$ cat src/rtl/ps2_keyboard.sv
// PS/2 device-to-host receiver: oversamples ps2_clk, deframes 11-bit frames and
// queues valid scan codes in an 8-entry FIFO popped with an active-low request.
module ps2_keyboard (
  input  logic       clk,
  input  logic       clrn,
  input  logic       ps2_clk,
  input  logic       ps2_data,
  input  logic       nextdata_n,
  output logic [7:0] data,
  output logic       ready,
  output logic       overflow
);

  logic [2:0] ps2_clk_sync;
  logic       sampling;
  logic [9:0] buffer;
  logic [3:0] count;
  logic [7:0] fifo [8];
  logic [2:0] w_ptr;
  logic [2:0] r_ptr;
  logic [3:0] occ;
  logic       frame_good;
  logic       fifo_full;
  logic       pop;
  logic       push;

  // Falling edge of the synchronized PS/2 clock marks a bit to capture.
  assign sampling   = ps2_clk_sync[2] & ~ps2_clk_sync[1];
  assign frame_good = sampling && (count == 4'd10) && !buffer[0] && ps2_data
                      && (^buffer[9:1]);
  assign fifo_full  = (occ == 4'd8);
  assign ready      = (occ != 4'd0);
  assign pop        = ready && !nextdata_n;
  // A same-cycle pop frees a slot, so a full FIFO still accepts the frame.
  assign push       = frame_good && (!fifo_full || pop);
  assign data       = fifo[r_ptr];

  always_ff @(posedge clk or negedge clrn) begin
    if (!clrn) begin
      ps2_clk_sync <= 3'b111;
      count        <= 4'd0;
    end else begin
      ps2_clk_sync <= {ps2_clk_sync[1:0], ps2_clk};
      if (sampling) begin
        if (count == 4'd10) count <= 4'd0;
        else                count <= count + 4'd1;
      end
    end
  end

  // Frame bits are pure data; the counter alone decides what is valid.
  always_ff @(posedge clk) begin
    if (sampling && (count != 4'd10)) buffer[count] <= ps2_data;
  end

  always_ff @(posedge clk or negedge clrn) begin
    if (!clrn) begin
      for (int i = 0; i < 8; i++) fifo[i] <= 8'h00;
      w_ptr    <= 3'd0;
      r_ptr    <= 3'd0;
      occ      <= 4'd0;
      overflow <= 1'b0;
    end else begin
      if (push) begin
        fifo[w_ptr] <= buffer[8:1];
        w_ptr       <= w_ptr + 3'd1;
      end
      if (pop) r_ptr <= r_ptr + 3'd1;
      case ({push, pop})
        2'b10:   occ <= occ + 4'd1;
        2'b01:   occ <= occ - 4'd1;
        default: occ <= occ;
      endcase
      if (frame_good && !push) overflow <= 1'b1;
    end
  end

endmodule

$ cat config.mk
export PLATFORM = sky130hd
export DESIGN_NAME = ps2_keyboard
export DESIGN_NICKNAME = d
export VERILOG_FILES = /design/src/rtl/ps2_keyboard.sv
export SDC_FILE = /design/constraint.sdc
export NUM_CORES = 1
export LEC_CHECK = 0
export ABC_AREA = 1
export BUFFER_PORTS_ARGS = -buffer_cell sky130_fd_sc_hd__buf_2
export CAP_MARGIN = 0
export CORE_MARGIN = 4
export CORE_UTILIZATION = 59
export CTS_BUF_LIST = sky130_fd_sc_hd__clkbuf_16
export DETAILED_ROUTE_END_ITERATION = 16
export GPL_ROUTABILITY_DRIVEN = 0
export GPL_TIMING_DRIVEN = 0
export PLACE_DENSITY = 0.76
export SLEW_MARGIN = 20
export SYNTH_ARGS = -nofsm -noshare
export SYNTH_HDL_FRONTEND = slang
export SYNTH_SLANG_ARGS = --single-unit
export TNS_END_PERCENT = 30
$ cat constraint.sdc
create_clock -name clk -period 2.9 [get_ports clk]
set_input_delay 0 -clock clk [delete_from_list [all_inputs] [get_ports clk]]
set_output_delay 0 -clock clk [all_outputs]
set_load 0.02 [all_outputs]
# ---- Yosys cells after proc, flatten, opt, wreduce, memory -nomap -nowiden
# Index checks and enable logic that the tools add are counted.
dict set report word_totals {
  latchBits 0
  n_memories 0
  ramBits 0
  register_bits 92
  inputBits 5
  elab_cells 63
  romBits 0
  output_inout_bits 10
}
dict set report classes {
  bitwise 4
  muxes 11
  order_cmp 5
  shift 0
  n_eq_ne 5
  n_div 0
  n_reduce_logical 18
  n_mul 0
  addsub 5
}
# op n
set ops {}
lappend ops {{bitwise mux 64 bit} 1}
lappend ops {{binary-select mux 8 bit (select 3 bit)} 1}
lappend ops {{demux 8 bit (select 3 bit)} 1}
lappend ops {{2-to-1 mux 8 bit} 3}
lappend ops {{bitwise mux 10 bit} 1}
lappend ops {{logical AND 1 bit} 10}
lappend ops {{parity 9 bit} 1}
lappend ops {{adder 4 x 1 -> 4 bit, second input constant} 2}
lappend ops {{equality test 4 bit, second input constant} 2}
lappend ops {{greater-or-equal comparator 4 bit, second input constant} 2}
lappend ops {{inverter 3 -> 4 bit} 2}
lappend ops {{case mux 4 bit (2 select lines)} 1}
lappend ops {{adder 3 x 1 -> 3 bit, second input constant} 2}
lappend ops {{< comparator 4 x 5 -> 1 bit, second input constant} 1}
lappend ops {{demux 1 bit (select 4 bit)} 1}
lappend ops {{greater-or-equal comparator 4 x 1 -> 1 bit, second input constant} 1}
lappend ops {{zero test 1 bit} 4}
lappend ops {{< comparator 4 x 1 -> 1 bit, second input constant} 1}
lappend ops {{2-to-1 mux 4 bit} 1}
lappend ops {{inequality test 4 bit, second input constant} 1}
lappend ops {{nonzero test 4 bit} 1}
lappend ops {{subtractor 4 x 1 -> 4 bit, second input constant} 1}
lappend ops {{equality test 2 x 1 -> 1 bit, second input constant} 1}
lappend ops {{equality test 2 bit, second input constant} 1}
lappend ops {{5 further kinds} 5}

# ---- Logic depth before layout (Yosys ltp)
dict set report logic_depth {
  ltp_word 9
  ltp_mapped 19
  mapped_depth_nobuf 17
}

# ---- Worst setup path after synthesis
# OpenSTA, ideal clock, no wires.
dict set report synth_timing {
  path_kind {flip-flop to flip-flop}
  startpoint {reg ps2_clk_sync[2]}
  endpoint {reg occ[3]}
  setup_time_ns 0.131
  t_required_ns 2.769
  path_stages_with_launch 15
  path_buffers 1
  setup_slack_ns 0.384
  arrival_ns 2.385
  period_less_slack_ns 2.516
  path_cell_list {dfstp_2 -> inv_1 -> nor2_1 -> inv_2 -> nor3_2 -> nand2_1 -> a21oi_4 -> buf_4 -> nand2_1 -> ha_1 -> xor2_1 -> nand3_1 -> a21oi_1 -> o21ai_0 -> xor2_1}
}
dict set report synth_via {
  elab_chain_cells 8
  word_cells_on_any_way 10
  cone_classes {eq/ne: 2; mux: 1; bitwise: 1; reduce/logical: 6}
}
# element line_no
set synth_rtl {}
lappend synth_rtl {{start: declaration} 14} ;# logic [2:0] ps2_clk_sync;
lappend synth_rtl {{start signal: assignment} 43} ;# ps2_clk_sync <= {ps2_clk_sync[1:0], ps2_clk};
lappend synth_rtl {{bitwise AND 1 bit *} 28} ;# assign sampling = ps2_clk_sync[2] & ~ps2_clk_sync[1];
lappend synth_rtl {{logical AND 1 bit * (3 in a row)} 29} ;# assign frame_good = sampling && (count == 4'd10) && !buffer[0] && ps2_data
lappend synth_rtl {{logical AND 1 bit *} 30} ;# && (^buffer[9:1]);
lappend synth_rtl {{logical AND 1 bit *} 35} ;# assign push = frame_good && (!fifo_full || pop);
lappend synth_rtl {{equality test 2 x 1 -> 1 bit or equality test 2 bit (tied branches)} 69} ;# case ({push, pop})
lappend synth_rtl {{case mux 4 bit (2 select lines) or nonzero test 2 bit (tied branches)} --}
lappend synth_rtl {{end signal: assignment} 70} ;# 2'b10: occ <= occ + 4'd1;
lappend synth_rtl {{end signal: assignment} 71} ;# 2'b01: occ <= occ - 4'd1;
lappend synth_rtl {{end: declaration} 21} ;# logic [3:0] occ;
# Every way passes the cells marked *; elsewhere a longest branch is shown, timed or not.
# A chain may end at the register's enable or synchronous reset.

# ---- Final worst setup path
dict set report layout_timing {
  startpoint {reg buffer[2]}
  endpoint {reg occ[3]}
}
dict set report layout_via {
  elab_chain_cells 5
  word_cells_on_any_way 7
  cone_classes {eq/ne: 2; mux: 1; reduce/logical: 4}
}
# element line_no
set layout_rtl {}
lappend layout_rtl {{start: declaration} 16} ;# logic [9:0] buffer;
lappend layout_rtl {{start signal: indexed assignment} 53} ;# if (sampling && (count != 4'd10)) buffer[count] <= ps2_data;
lappend layout_rtl {{parity 9 bit *} 30}
lappend layout_rtl {{logical AND 1 bit *} 30}
lappend layout_rtl {{logical AND 1 bit *} 35}
lappend layout_rtl {{equality test 2 x 1 -> 1 bit or equality test 2 bit (tied branches)} 69}
lappend layout_rtl {{case mux 4 bit (2 select lines) or nonzero test 2 bit (tied branches)} --}
# Marks and branches as above.

==> metrics <==
die height=around 97 microns; met3 WL=between 1000 and 1500 microns; post-route ant nets=0; Port Buf Inserts=14; number of synthesis warnings=0; max_cap viols=0; Area contributors post-synth=dfrtp_1, nand2_1, nand4_1, edfxtp_1, nor2_1; wire length per cell=approximately 18 microns; H-tree depth=3; cell leakage power=2.640 nW; type of the worst setup path=reg -> reg; clk sink count=92; antenna violations before repair=0; Filler cells=625; full die area=0.009406 sq mm; total negative slack=0 ns; Slew Limit Fails=0; setup violators final=0; crit path max fanout=10; M1 WL=5069 microns; placed cell areas=0.004892 sq mm; worst vdd ir=roughly 0.39 mV; Synth Instances=568; min Tclk post-route=roughly 2.7 ns; First DRT Iteration DRCs=442; largest net degree at the start of global routing=47; power per cell area=approximately 800 mW/mm^2; Via density=about 6; clock root buffer=clkbuf_16; DP HPWL=around 8600 microns; RSZ-0062 raised after global routing=no; Seq. cell area=approximately 0.0024 sq mm; Reg clk slew, reported paths=0.06 ns; vias in the first global route=4316; worst setup margin=0.1605 ns; final hold vios=0; post-synthesis cell type count=29; worst slew pin tran=approximately 0.76 ns; # IOs=15; Peak Freq=365.0 MHz; most frequent cells in the layout=nand2_1, dfrtp_1, nor2_1, nand4_1, o21ai_0; commonest non-fill, non-tap cell in the layout=nand2_1; GRT Residual Overflow=0; TritonRoute pass-1 iters=6; TritonCTS Buffers=9; cell area after layout=~0.0053 sq mm; Mapped Area=roughly 0.0047 sq mm; All-Layer GR Usage=approximately 28%; Avg Synthesized Cell Area=8.225 sq um; DR top layer=met4; status=complete, no violations; fin crit share=94.46%; Max Buffers Root-to-Sink=2; core box area=just under 0.008 sq mm; Layout Utilization=roughly two thirds; Reg2Reg Launch Point=buffer[2]$_DFFE_PP_; Setup crit start=buffer[2]$_DFFE_PP_; Chip Width=96.99 microns; max_slew headroom=between 40% and 50%; Initial Utilization=60.46%; DRT Wirelength=12480 microns; footprint of the multi-input gates=0.002036 sq mm; Power Total=between 0.004 and 0.005 W; nets=609; Yosys reg bits=92; vias=4348; crit end category=flop; register area share after synthesis=50.43%; share of cells above drive strength 1=11.92%; Layout area overhead=12.51%; DR WL met2=5830 microns; global-route wire length before repair=around 21000 microns; Ant. Diodes=0; DRC viols=0; CP arrival=2.95 ns; Clock Latency Late Sink=0.34 ns; Yosys top cell area share=42.31%; DP Worst Slack=-0.1967 ns; Critical Path Start Type=flop; worst hold path class=in -> reg; row count=32; WP data required=3.11 ns; clock skew=0.009087 ns; worst min-delay path startpoint=nextdata_n; cell accounting for the most synthesized area=dfrtp_1; CTS tree=yes; syn nets=578
where the power goes:
part	switching, W	internal, W
clock	0.000486	0.000711
sequential	0.000106	0.00140
combinational	0.00104	0.000460
total	0.00163	0.00257
synthesized netlist by cell type:
cell	count
a31oi_1	8
a211oi_1	1
o211ai_1	1
edfxtp_1	10
o21bai_1	1
nor2_1	75
clkinv_1	2
inv_2	6
o22ai_1	8
buf_2	9
nand4_1	73
a21oi_4	1
xor2_1	7
ha_1	5
o21ai_0	35
clkbuf_1	17
nand3_1	10
nand2_1	163
nor3_2	9
xnor2_1	5
buf_6	1
buf_4	8
nand2_2	1
nor3_1	4
dfrtp_1	79
a21oi_1	3
dfstp_2	3
nand3_2	1
inv_1	22
flip-flops by register name, summed over array words and instances, names as in the netlist:
name,count
fifo,64
count,4
r_ptr,3
buffer,10
w_ptr,3
occ,4
ps2_clk_sync,3
overflow,1
worst max-delay path, cell delays in order, from the launching register on:
cell and delay (ns):
edfxtp_1 0.36, buf_4 0.20, inv_2 0.06, nand2_1 0.06
nand2_1 0.06, nand2_1 0.06, nand2_1 0.06, nand2_1 0.07
nand2_1 0.06, nand2_1 0.09, a21oi_4 0.16, buf_6 0.17
nand2_2 0.11, ha_2 0.25, xor2_1 0.21, nand3_1 0.13
a21oi_1 0.17, o21ai_0 0.13, xor2_1 0.17
cell families (layout without fill, tap and decap cells):
group	after synthesis	count (layout)	synth area share, %
fa+ha+maj	5	5	1.339
simple gates	336	336	32.67
flops	92	92	50.43
buf+inv	65	101	6.267
xor+xnor	12	12	2.250
compound gates	58	58	7.044
cell type report:
| cell class | instances | share of cell area (%) |
|---|---|---|
| inverters | 30 | 2.142 |
| plain buffers | 35 | 3.499 |
| multi-input cells | 411 | 38.73 |
| clock inverters | 6 | 0.9998 |
| flip-flops and latches | 92 | 44.82 |
| repair buffers | 20 | 2.618 |
| well taps | 102 | 2.428 |
| clock buffers | 10 | 4.761 |
metrics by stage:
stage / hold slack, ns / cells
global route: 0.05427 / 706
finish: 0.008447 / 706
detailed placement: 0.04345 / 685
CTS: 0.009744 / 704
global placement: 0.1058 / 684
floorplan: -0.2956 / 568
worst paths after layout:
kind | endpoint | slack [ns] | cells after the start
setup / recovery | occ[3]$_DFFE_PN0P_ | 0.16 | 18
hold / removal | r_ptr[0]$_DFFE_PN0P_ | 0.008 | 4
setup reg to reg | occ[3]$_DFFE_PN0P_ | 0.16 | 18
hold reg to reg | ps2_clk_sync[1]$_DFF_PN1_ | 0.36 | 0
max in group asynchronous | ps2_clk_sync[2]$_DFF_PN1_ | 2.01 | 3
min in group asynchronous | occ[0]$_DFFE_PN0P_ | 0.21 | 2
timing repair:
| item | in CTS | in global routing |
|---|---|---|
| setup buffers | 0 | 2 |
| hold buffers | 3 | 0 |
| gates resized for setup | 3 | 2 |
| setup endpoints to repair | 2 | 2 |
| endpoints found under the hold margin | 56 | 0 |
per-layer routing:
layer	vias to the layer above	global-route usage, %
li1	1985	-
met1	2070	36.02
met2	244	43.21
met3	49	5.263
met4	0	15.66
met5	-	0
No activity file was read; power rests on OpenSTA's default activity.
